$ cat src/rtl/serial_add_sub.sv
// Digit-serial adder/subtractor: DIGIT bits per clock through a ripple chain,
// with valid/ready handshakes on operands and result.
module serial_add_sub #(
  parameter int WIDTH = 16,
  parameter int DIGIT = 4
) (
  input  logic             clk,
  input  logic             rst_n,
  input  logic             in_valid,
  output logic             in_ready,
  input  logic [WIDTH-1:0] a,
  input  logic [WIDTH-1:0] b,
  input  logic             cin,
  input  logic             sub,
  output logic             out_valid,
  input  logic             out_ready,
  output logic [WIDTH-1:0] sum,
  output logic             cout,
  output logic             ovf
);

  localparam int NDIG = WIDTH / DIGIT;
  localparam int CW   = (NDIG > 1) ? $clog2(NDIG) : 1;

  if (WIDTH < 2 || DIGIT < 1 || DIGIT > WIDTH || (WIDTH % DIGIT) != 0) begin : g_bad_params
    $error("serial_add_sub: illegal WIDTH/DIGIT combination");
  end

  typedef enum logic [1:0] {
    IDLE = 2'd0,
    RUN  = 2'd1,
    DONE = 2'd2
  } state_t;

  state_t            state_r, state_nxt_s;
  logic [WIDTH-1:0]  a_sh_r, b_sh_r, res_r, res_nxt_s;
  logic [WIDTH-1:0]  sum_r;
  logic              carry_r, cout_r, ovf_r;
  logic              in_ready_r, out_valid_r;
  logic [CW-1:0]     cnt_r;
  logic [DIGIT-1:0]  dsum_s;
  logic [DIGIT:0]    c_s;
  logic              load_s, step_s, done_s, last_s;

  assign last_s = (cnt_r == CW'(NDIG - 1));

  // Ripple chain over the low digit; c_s[i] is the carry into bit i of the digit.
  always_comb begin
    logic c_v;
    c_v    = carry_r;
    c_s    = {(DIGIT + 1){1'b0}};
    c_s[0] = carry_r;
    dsum_s = {DIGIT{1'b0}};
    for (int i = 0; i < DIGIT; i++) begin
      dsum_s[i] = a_sh_r[i] ^ b_sh_r[i] ^ c_v;
      c_v       = (a_sh_r[i] & b_sh_r[i]) | (c_v & (a_sh_r[i] ^ b_sh_r[i]));
      c_s[i+1]  = c_v;
    end
    res_nxt_s = (res_r >> DIGIT) | (WIDTH'(dsum_s) << (WIDTH - DIGIT));
  end

  // State register.
  always_ff @(posedge clk or negedge rst_n) begin
    if (!rst_n) begin
      state_r <= IDLE;
    end else begin
      state_r <= state_nxt_s;
    end
  end

  // Next-state and datapath control.
  always_comb begin
    state_nxt_s = state_r;
    load_s      = 1'b0;
    step_s      = 1'b0;
    done_s      = 1'b0;
    case (state_r)
      IDLE: begin
        if (in_valid) begin
          load_s      = 1'b1;
          state_nxt_s = RUN;
        end else begin
          state_nxt_s = IDLE;
        end
      end
      RUN: begin
        step_s = 1'b1;
        if (last_s) begin
          done_s      = 1'b1;
          state_nxt_s = DONE;
        end else begin
          state_nxt_s = RUN;
        end
      end
      DONE: begin
        if (out_ready) begin
          state_nxt_s = IDLE;
        end else begin
          state_nxt_s = DONE;
        end
      end
      default: begin
        state_nxt_s = IDLE;
      end
    endcase
  end

  // Handshake flags follow the next state so they are registered.
  always_ff @(posedge clk or negedge rst_n) begin
    if (!rst_n) begin
      in_ready_r  <= 1'b1;
      out_valid_r <= 1'b0;
    end else begin
      in_ready_r  <= (state_nxt_s == IDLE);
      out_valid_r <= (state_nxt_s == DONE);
    end
  end

  // Operand shifters, running carry, digit counter and result accumulator.
  always_ff @(posedge clk or negedge rst_n) begin
    if (!rst_n) begin
      a_sh_r  <= {WIDTH{1'b0}};
      b_sh_r  <= {WIDTH{1'b0}};
      res_r   <= {WIDTH{1'b0}};
      carry_r <= 1'b0;
      cnt_r   <= {CW{1'b0}};
    end else if (load_s) begin
      a_sh_r  <= a;
      b_sh_r  <= sub ? ~b : b;
      carry_r <= sub ? 1'b1 : cin;
      cnt_r   <= {CW{1'b0}};
    end else if (step_s) begin
      a_sh_r  <= a_sh_r >> DIGIT;
      b_sh_r  <= b_sh_r >> DIGIT;
      res_r   <= res_nxt_s;
      carry_r <= c_s[DIGIT];
      cnt_r   <= cnt_r + CW'(1);
    end else begin
      cnt_r <= cnt_r;
    end
  end

  // Visible result only changes on the final digit; the last digit's carries give ovf.
  always_ff @(posedge clk or negedge rst_n) begin
    if (!rst_n) begin
      sum_r  <= {WIDTH{1'b0}};
      cout_r <= 1'b0;
      ovf_r  <= 1'b0;
    end else if (done_s) begin
      sum_r  <= res_nxt_s;
      cout_r <= c_s[DIGIT];
      ovf_r  <= c_s[DIGIT-1] ^ c_s[DIGIT];
    end else begin
      sum_r <= sum_r;
    end
  end

  assign in_ready  = in_ready_r;
  assign out_valid = out_valid_r;
  assign sum       = sum_r;
  assign cout      = cout_r;
  assign ovf       = ovf_r;

endmodule

$ cat config.mk
export PLATFORM = sky130hd
export DESIGN_NAME = serial_add_sub
export DESIGN_NICKNAME = d
export VERILOG_FILES = /design/src/rtl/serial_add_sub.sv
export SDC_FILE = /design/constraint.sdc
export NUM_CORES = 1
export LEC_CHECK = 0
export CELL_PAD_IN_SITES_DETAIL_PLACEMENT = 0
export CELL_PAD_IN_SITES_GLOBAL_PLACEMENT = 2
export CORE_MARGIN = 10
export CORE_UTILIZATION = 36
export DETAILED_ROUTE_END_ITERATION = 10
export GPL_TIMING_DRIVEN = 0
export PLACE_DENSITY_LB_ADDON = 0.2
export SLEW_MARGIN = 15
export SYNTH_ARGS = -nofsm -noshare
export SYNTH_HDL_FRONTEND = slang
export SYNTH_SLANG_ARGS = --single-unit
$ cat constraint.sdc
create_clock -name clk -period 3.9 [get_ports clk]
set_input_delay 0.585 -clock clk [delete_from_list [all_inputs] [get_ports clk]]
set_output_delay 0.585 -clock clk [all_outputs]
set_load 0.02 [all_outputs]
==> run summary, run 1 <==
Place
• **half-perimeter wire length of the detailed placement result** 5743 microns
• **DP Cell Count** 470
• **Post-Place Cell Area** 0.003943 sq mm
• **number of input and output port buffers inserted** 56
• **worst slack at placement** 1.556 ns
• **final weighted congestion of routability-driven global placement** 0.7706

Timing
• **final critical-path setup slack** 1.626 ns
• **number of pins exceeding their max-slew limit in the final report** 0
• **Tightest Pin Transition** 0.5523 ns
• **skew final** 0.007284 ns
• **Relative slew margins** 63.18%
• **count of final setup violators** 0
• **setup repair after global routing missed its margin** false
• **number of endpoints with negative hold slack in the final report** 0
• **ratio of final minimum period to clock period** 58.32%
• **final hold slack** 0.2013 ns
• **final critical-path required period** 2.274 ns
• **Fmax achieved** 439.7 MHz

Clock tree
• **Clock Sinks** 69
• **CTS tree** yes
• **Clock Pin Slew Worst Setup and Hold Paths** 0.07 ns
• **Max Buffers Root-to-Sink** 2
• **setup repair bufs after CTS** 0
• **clock latency reported for the late side of the worst-skew pair** 0.34 ns
• **clock root buffer** clkbuf_8
• **PostCTS Resize Cnt** 0
• **number of buffers created by CTS** 9
• **number of buffers inserted for hold repair after clock tree synthesis** 0
• **H-tree level count** 3

Worst setup path
• **Worst R2R Start** a_sh_r[0]
• **worst-path fanout max** 3
• **cells traversed along the worst timing path** fa_1 -> inv_1 -> fa_1 -> inv_1 -> fa_1 -> inv_1 -> fa_1 -> o21ai_0
• **worst setup slack for register-to-register paths** 1.63 ns
• **max incr delay on CP** 0.43 ns
• **endpoint of the most critical register-to-register path** sum[15]
• **data arrival at the endpoint of the critical path** 2.53 ns
• **logic depth of the worst path, buffers included** 8
• **CP Launch Point** a_sh_r[0]
• **Setup crit end kind** register
• **buffers and inverters on the worst path** 3
• **Data required, critical path** 4.16 ns
• **worst r2r path cells** 8
• **worst setup path endpoint** sum[15]
• **Worst path slowest cell** fa_1
• **Top Family by Delay on Critical Path** adder cells
• **worst setup path class** reg2reg
• **cell type with the highest occurrence count on the critical path** fa_1
• **CP Launch Type** register

Detailed routing
• **first-iteration detailed-routing DRC count** 79
• **post-detailed-routing wire length** 7867 microns
• **drt wl/cell** 16.19 microns
• **drt first pass iters** 4
• **Residual DRC** 0
• **Via-to-Cell Ratio** 5.000
• **detailed-route via count** 2,430
• **number of routed nets with antenna violations** 0

Pwr
• **power density over the cells** 761.6 mW/mm^2
• **net switching power figure** 1178 uW
• **worst IR drop on VDD** 0.2124 mV
• **fraction of power consumed by the clock network** 18.8%
• **Pwr Total** 3152 uW
• **register share of total power** 38.4%
• **sw frac** 37.38%
• **combinational cell fraction of total power** 42.8%
• **internal portion of total power** 1974 uW
• **Leakage** 0.001797 uW

GRT
• **vias in the first global route** 2,495
• **largest net degree at the start of global routing** 37
• **global-route wire length before repair** 12,900 microns
• **overall routing resource usage** 12.33%
• **antenna violations before repair** 0
• **total global routing overflow** 0

Die
• **Core Region** 0.008721 sq mm
• **num rows** 34
• **total die area** 0.01316 sq mm
• **x dimension of the die** 114.7 microns
• **initial cell density of the core** 37.03%
• **num ports** 58
• **die extent in y** 114.7 microns

Synth
• **Synth top area share** 52.69%
• **sequential-to-total area share from yosys stat** 53.51%
• **FF+latch count, synth** 69
• **most used flip-flop cell after synthesis** dfrtp_1
• **count leader, synth** dfrtp_1
• **asr flop ratio synth** 100.0%
• **post-synthesis cell type count** 30
• **syn nets** 348
• **most area-hungry cell type in the Yosys netlist** dfrtp_1
• **number of synthesis warnings** 0
• **cell count after synthesis** 305
• **mean instance size in the synthesized netlist** 10.59 sq um
• **post-synthesis instance area** 0.003229 sq mm
• **largest cells by area after synthesis** dfrtp_1 53%, nand2_1 6.0%, mux2_2 4.9%, o21ai_0 4.3%, a221o_1 3.7%
• **cell types with the highest counts after synthesis** 68 x dfrtp_1, 52 x nand2_1, 28 x o21ai_0
• **count of flip-flops with a built-in enable after synthesis** 0

Hold path
• **min-delay worst type** in2async

Layout
• **final layout net count** 416
• **filler cell count** 848
• **Layout Cell Area excl Fill** 0.004139 sq mm
• **final standard cell count with taps included and fillers excluded** 486
• **layout cell share with drive strength beyond 1** 11.90%
• **Area Growth Syn to Fin** 28.17%
• **area of combinational cells with multiple inputs** 0.001308 sq mm
• **antenna diode instance count** 0
• **FF/Latch Area** 0.001728 sq mm

Status
• **outcome** finished, final reports clean

Flow run
• **Max Cap Violations** 0

## layer usage
layer  wire [microns]  part of all wire, %  track usage (%)
met2             3546                   45            18.54
met3              484                  6.2            3.249
met1             3675                   47            16.00
met4              160                  2.0            6.271
met5                0                    0                0
## cell families (layout without fill, tap and decap cells)
kind of cell	Yosys count	in the layout	synth area share [%]
AOI/OAI and AO/OA	83	83	17.67
xor gates and xnor gates	17	17	4.611
adders and majority gates	5	5	2.867
buffers and inverters	42	115	6.005
DFF	69	69	53.51
muxes	14	14	4.882
and+or+nand+nor	75	75	10.46
## state kept, by name, summed over array words and instances (netlist names)
name	flops
state_r	2
b_sh_r	16
carry_r	1
out_valid	1
sum	16
ovf	1
cout	1
res_r	12
in_ready	1
cnt_r	2
a_sh_r	16
## area by class of cell
| cell class | count | area share (%) |
|---|---|---|
| multi-input cells | 194 | 31.59 |
| clock buffers | 15 | 4.021 |
| inverters | 19 | 1.723 |
| repair buffers | 57 | 13.97 |
| flip-flops and latches | 69 | 41.75 |
| plain buffers | 23 | 2.963 |
| clock inverters | 1 | 0.7255 |
| well taps | 108 | 3.265 |
## power by group through the flow
stage / clock, uW / sequential (uW) / combinational (uW)
floorplan: 0 / 1290 / 793
finish: 593 / 1210 / 1350
global route: 638 / 1250 / 1510
CTS: 605 / 1210 / 1380
global placement: 0 / 1220 / 1350
detailed placement: 0 / 1220 / 1380
## per-stage QoR
step                      setup TNS, ns  utilization, %
after floorplan                       0               -
after global placement           -17.09           45.01
after detailed placement              0           45.21
after CTS                             0           47.46
after global routing                  0           47.46
final                                 0           47.46
## worst reg2reg max path: cells and delay by family (launching register included)
kind                     cells  cell delay (ns)
adder cells (fa/ha/maj)      4             1.42
flip-flops                   1             0.42
buffers and inverters        3             0.21
AO/OA/AOI/OAI                1             0.16
## worst min-delay path by stage
| stage | start | to | slack, ns | cells past startpoint |
|---|---|---|---|---|
| floorplan | rst_n | a_sh_r[0] | 0.29 | 0 |
| global placement | res_r[4] | res_r[4] | 0.46 | 2 |
| detailed placement | res_r[6] | res_r[6] | 0.46 | 2 |
| CTS | rst_n | res_r[7] | 0.21 | 1 |
| global route | rst_n | sum[3] | 0.24 | 1 |
| finish | rst_n | res_r[7] | 0.20 | 1 |
## placed cells by master (no fill, tap or decap), drive strengths merged
master / n
bufinv: 1
and2: 3
o21ai: 28
clkbuf: 23
buf: 17
nand2b: 2
o21a: 2
a2bb2oi: 2
or3b: 1
inv: 19
ha: 1
a32o: 1
a31oi: 3
nor2: 3
a21oi: 12
clkdlybuf4s50: 55
a22oi: 9
o32ai: 12
nand2: 52
a22o: 1
nor2b: 13
nand3b: 1
dfstp: 1
xor2: 5
o21bai: 1
dfrtp: 68
xnor2: 12
a221o: 12
mux2: 14
fa: 4
No activity file was read; power rests on OpenSTA's default activity.
==> run 2, diff against run 1 <==
--- a/config.mk
+++ b/config.mk
@@ -8,7 +8,7 @@
 export CELL_PAD_IN_SITES_DETAIL_PLACEMENT = 0
 export CELL_PAD_IN_SITES_GLOBAL_PLACEMENT = 2
 export CORE_MARGIN = 10
-export CORE_UTILIZATION = 36
+export CORE_UTILIZATION = 30
 export DETAILED_ROUTE_END_ITERATION = 10
 export GPL_TIMING_DRIVEN = 0
 export PLACE_DENSITY_LB_ADDON = 0.2
==> constraint.sdc (replaced) <==
create_clock -name clk -period 2.07 [get_ports clk]
set_input_delay 0.3105 -clock clk [delete_from_list [all_inputs] [get_ports clk]]
set_output_delay 0.3105 -clock clk [all_outputs]
set_load 0.02 [all_outputs]
==> run summary, run 2 (synthesis gave the netlist of run 1 again) <==
Worst setup path
• **Data required, critical path** 2.34 ns
• **max incr delay on CP** 0.42 ns
• **worst setup path class** reg2reg
• **cells traversed along the worst timing path** fa_2 -> inv_2 -> fa_2 -> inv_2 -> fa_2 -> inv_2 -> fa_2 -> o21ai_1
• **worst-path fanout max** 2
• **Setup crit end kind** register
• **data arrival at the endpoint of the critical path** 2.39 ns
• **Worst path slowest cell** fa_2
• **CP Launch Type** register
• **cell type with the highest occurrence count on the critical path** fa_2

GRT
• **overall routing resource usage** 11.60%
• **total global routing overflow** 0
• **vias in the first global route** 2,673
• **largest net degree at the start of global routing** 37
• **global-route wire length before repair** 14,090 microns
• **antenna violations before repair** 0

Timing
• **number of endpoints with negative hold slack in the final report** 0
• **final critical-path setup slack** -0.05081 ns
• **Relative slew margins** 61.83%
• **number of pins exceeding their max-slew limit in the final report** 0
• **final hold slack** 0.4499 ns
• **skew final** 0.01226 ns
• **final critical-path required period** 2.121 ns
• **Tightest Pin Transition** 0.5726 ns
• **ratio of final minimum period to clock period** 102.5%
• **Fmax achieved** 471.5 MHz
• **count of final setup violators** 3
• **setup repair after global routing missed its margin** true

Layout
• **most common library cell in the layout ignoring fill and taps** dfrtp_1
• **filler cell count** 1,054
• **final standard cell count with taps included and fillers excluded** 518
• **final layout net count** 421
• **most frequent cells in the layout** 68 x dfrtp_1, 55 x clkdlybuf4s50_1, 52 x nand2_1
• **layout cell share with drive strength beyond 1** 15.71%
• **antenna diode instance count** 0
• **Area Growth Syn to Fin** 31.42%

Die
• **initial cell density of the core** 31.00%
• **Core Region** 0.01042 sq mm
• **x dimension of the die** 123.8 microns
• **num ports** 58
• **die extent in y** 123.8 microns
• **total die area** 0.01531 sq mm
• **num rows** 37

Clock tree
• **number of buffers created by CTS** 9
• **Clock Pin Slew Worst Setup and Hold Paths** 0.08 ns
• **clock root buffer** clkbuf_8
• **H-tree level count** 3
• **CTS tree** yes
• **clock latency reported for the late side of the worst-skew pair** 0.35 ns
• **Clock Sinks** 69
• **Max Buffers Root-to-Sink** 2

Pwr
• **power density over the cells** 1453 mW/mm^2
• **Leakage** 0.001819 uW
• **worst IR drop on VDD** 0.5733 mV

Detailed routing
• **Residual DRC** 0
• **detailed-route via count** 2,466
• **first-iteration detailed-routing DRC count** 143
• **drt first pass iters** 4
• **Via-to-Cell Ratio** 4.761
• **post-detailed-routing wire length** 8384 microns
• **number of routed nets with antenna violations** 0
• **drt wl/cell** 16.19 microns

Place
• **final weighted congestion of routability-driven global placement** 0.7263
• **DP Cell Count** 498
• **half-perimeter wire length of the detailed placement result** 6129 microns
• **number of input and output port buffers inserted** 56

Flow run
• **Max Cap Violations** 0

Hold path
• **min-delay worst type** in2async

Status
• **outcome** complete, but fails checks
• **violated checks** negative setup slack

==> run 2: changes by cell type in the layout (fill, tap and decap cells not counted), sizes merged <==
cell,previous run,this run
clkbuf,23,17
buf,17,21
bufinv,1,2
clkinv,0,2
clkinvlp,0,2
dlygate4sd3,0,1
==> run 2: worst paths after layout <==
kind / depth (start not counted) / start / end / slack (ns)
max reg2reg: 8 / b_sh_r[0] / sum[15] / -0.05
max: 8 / b_sh_r[0] / sum[15] / -0.05
max in group asynchronous: 3 / rst_n / b_sh_r[9] / 1.05
min: 2 / rst_n / sum[3] / 0.45
min reg2reg: 2 / res_r[7] / res_r[7] / 0.48
min in group clk: 2 / res_r[7] / res_r[7] / 0.48
==> run 2: per-stage QoR <==
step           setup WS, ns  power (uW)  instance area, sq um  setup TNS, ns  util (%)
5_1_grt             -0.1543        6665                  4244        -0.4980     40.74
6_report           -0.05081        6165                  4244        -0.1349     40.74
2_1_floorplan      -0.01467        3927                  3232       -0.02932         -
4_1_cts            -0.09453        6240                  4233        -0.2739     40.64
3_3_place_gp         -1.917        4881                  3963        -131.67     38.04
3_5_place_dp        -0.1613        4949                  3980        -0.7121     38.21
==> run 2: per-layer routing <==
metal	vias up	track usage, %	share of wire, %
met2	62	18.48	47
met4	0	3.493	1.5
met1	1189	14.51	46
li1	1202	-	-
met3	13	4.027	6.0
met5	-	0	0
==> run 2: timing repair <==
item / 4_1_cts / 5_1_grt
buffers inserted: 3 / 1
pin swaps: 5 / 1
hold buffers: 1 / 0
endpoints found under the setup margin: 4 / 5
hold endpoints to repair: 32 / 0
gates resized for setup: 8 / 3
==> run 2: report_power, final <==
part	total [uW]	internal (uW)	switching (uW)	leakage [uW]
Clock	1210	671	537	0.000101
Sequential	2280	1930	351	0.000881
Combinational	2680	1240	1440	0.000837
Total	6170	3840	2320	0.00182
==> run 2: worst max-delay path, delay by kind of cell, from the launching register on <==
| kind | cells | cell delay, ns |
|---|---|---|
| buffers and inverters | 3 | 0.17 |
| adder cells (fa/ha/maj) | 4 | 1.35 |
| AO/OA/AOI/OAI | 1 | 0.12 |
| flip-flops | 1 | 0.41 |
==> run 2: area by class of cell <==
class	count	area, sq um	area share, %
multi-input combinational	194	1321	31.13
tap	136	170.2	4.009
sequential	69	1728	40.71
clock inverter	6	88.84	2.093
clock buffer	9	123.9	2.919
inverter	19	71.32	1.680
timing repair buffer	62	618.1	14.56
buffer	23	122.6	2.889
==> run 3, diff against run 2 <==
--- a/config.mk
+++ b/config.mk
@@ -12,7 +12,7 @@
 export DETAILED_ROUTE_END_ITERATION = 10
 export GPL_TIMING_DRIVEN = 0
 export PLACE_DENSITY_LB_ADDON = 0.2
-export SLEW_MARGIN = 15
+export SKIP_LAST_GASP = 1
 export SYNTH_ARGS = -nofsm -noshare
 export SYNTH_HDL_FRONTEND = slang
 export SYNTH_SLANG_ARGS = --single-unit
==> run summary, run 3 (synthesis gave the netlist of run 1 again) <==
Layout
• **antenna diode instance count** 0
• **final layout net count** 421
• **layout cell share with drive strength beyond 1** 15.71%
• **Layout Cell Area excl Fill** 0.004244 sq mm
• **most common library cell in the layout ignoring fill and taps** dfrtp_1
• **final standard cell count with taps included and fillers excluded** 518
• **most frequent cells in the layout** 68 x dfrtp_1, 55 x clkdlybuf4s50_1, 52 x nand2_1
• **Area Growth Syn to Fin** 31.42%

Worst setup path
• **Data required, critical path** 2.33 ns
• **cell type with the highest occurrence count on the critical path** fa_2
• **worst setup path class** reg2reg
• **max incr delay on CP** 0.42 ns
• **buffers and inverters on the worst path** 3
• **worst-path fanout max** 2
• **data arrival at the endpoint of the critical path** 2.38 ns
• **Setup crit end kind** register
• **cells traversed along the worst timing path** fa_2 -> inv_2 -> fa_2 -> inv_2 -> fa_2 -> inv_2 -> fa_2 -> o21ai_1
• **CP Launch Type** register
• **Top Family by Delay on Critical Path** adder cells
• **Worst path slowest cell** fa_2

Place
• **worst slack at placement** -0.1613 ns
• **final weighted congestion of routability-driven global placement** 0.7263
• **DP Cell Count** 498
• **half-perimeter wire length of the detailed placement result** 6129 microns
• **number of input and output port buffers inserted** 56
• **Post-Place Cell Area** 0.003980 sq mm

Pwr
• **net switching power figure** 2319 uW
• **fraction of power consumed by the clock network** 19.5%
• **sw frac** 37.64%
• **register share of total power** 37.0%
• **internal portion of total power** 3842 uW
• **combinational cell fraction of total power** 43.5%
• **worst IR drop on VDD** 0.5733 mV
• **power density over the cells** 1452 mW/mm^2
• **Leakage** 0.001819 uW

GRT
• **total global routing overflow** 0
• **global-route wire length before repair** 14,090 microns
• **antenna violations before repair** 0
• **largest net degree at the start of global routing** 37
• **vias in the first global route** 2,673
• **overall routing resource usage** 11.60%

Clock tree
• **Max Buffers Root-to-Sink** 2
• **H-tree level count** 3
• **number of buffers created by CTS** 9
• **clock latency reported for the late side of the worst-skew pair** 0.34 ns
• **clock root buffer** clkbuf_8
• **CTS tree** yes
• **Clock Sinks** 69
• **Clock Pin Slew Worst Setup and Hold Paths** 0.08 ns

Detailed routing
• **Residual DRC** 0
• **number of routed nets with antenna violations** 0
• **detailed-route via count** 2,474
• **first-iteration detailed-routing DRC count** 139
• **drt first pass iters** 5
• **drt wl/cell** 16.21 microns
• **Via-to-Cell Ratio** 4.776
• **post-detailed-routing wire length** 8398 microns

Timing
• **count of final setup violators** 3
• **setup repair after global routing missed its margin** true
• **number of endpoints with negative hold slack in the final report** 0
• **ratio of final minimum period to clock period** 102.4%
• **skew final** 0.01230 ns
• **Relative slew margins** 61.19%
• **Tightest Pin Transition** 0.5822 ns
• **Fmax achieved** 471.6 MHz
• **final critical-path required period** 2.120 ns
• **number of pins exceeding their max-slew limit in the final report** 0
• **final hold slack** 0.4545 ns
• **final critical-path setup slack** -0.05033 ns
• **Total Negative Setup Slacks** -0.1330 ns

Flow run
• **Max Cap Violations** 0

Die
• **die extent in y** 123.8 microns
• **total die area** 0.01531 sq mm
• **Core Region** 0.01042 sq mm
• **num rows** 37
• **num ports** 58
• **initial cell density of the core** 31.00%
• **x dimension of the die** 123.8 microns

Status
• **violated checks** negative setup slack
• **outcome** complete, but fails checks

Hold path
• **min-delay worst type** in2async

[run 3: worst reg2reg max path, stage by stage (launching register included)]
cell,delay (ns)
dfrtp_1,0.41
fa_2,0.39
inv_2,0.06
fa_2,0.19
inv_2,0.04
fa_2,0.35
inv_2,0.07
fa_2,0.42
o21ai_1,0.12
[run 3: timing repair]
action | 4_1_cts | 5_1_grt
pin swaps | 5 | 1
buffers inserted | 3 | 1
endpoints found under the setup margin | 4 | 5
gates resized for setup | 8 | 3
hold buffers | 1 | 0
endpoints found under the hold margin | 32 | 0
[run 3: worst paths after layout]
path	startpoint	end	slack, ns	cells after the start
min in group clk	res_r[7]	res_r[7]	0.48	2
max in group asynchronous	rst_n	b_sh_r[9]	1.04	3
setup / recovery	b_sh_r[0]	sum[15]	-0.05	8
setup reg to reg	b_sh_r[0]	sum[15]	-0.05	8
hold reg to reg	res_r[7]	res_r[7]	0.48	2
hold / removal	rst_n	sum[3]	0.45	2
[run 3: per-stage QoR]
step	power [uW]	util, %
6_report	6162	40.74
5_1_grt	6665	40.74
4_1_cts	6240	40.64
3_5_place_dp	4949	38.21
3_3_place_gp	4881	38.04
2_1_floorplan	3927	-
[run 3: metal layers]
| metal | global-route usage (%) | up-vias | wire [microns] |
|---|---|---|---|
| met4 | 3.493 | 0 | 86 |
| met2 | 18.48 | 69 | 3995 |
| met1 | 14.51 | 1197 | 3810 |
| met3 | 4.027 | 6 | 506 |
| met5 | 0 | - | 0 |
| li1 | - | 1202 | - |
[run 3: cell type report]
class                      count  area [sq um]
buffer                        23         122.6
clock buffer                   9         123.9
clock inverter                 6         88.84
fill                        1054          6172
inverter                      19         71.32
multi-input combinational    194          1321
sequential                    69          1728
tap                          136         170.2
timing repair buffer          62         618.1
[run 3: power groups by stage]
stage	registers, uW	logic [uW]	clock network, uW
2_1_floorplan	2430	1500	0
3_3_place_gp	2300	2580	0
3_5_place_dp	2320	2630	0
4_1_cts	2290	2710	1240
5_1_grt	2370	3010	1290
6_report	2280	2680	1200
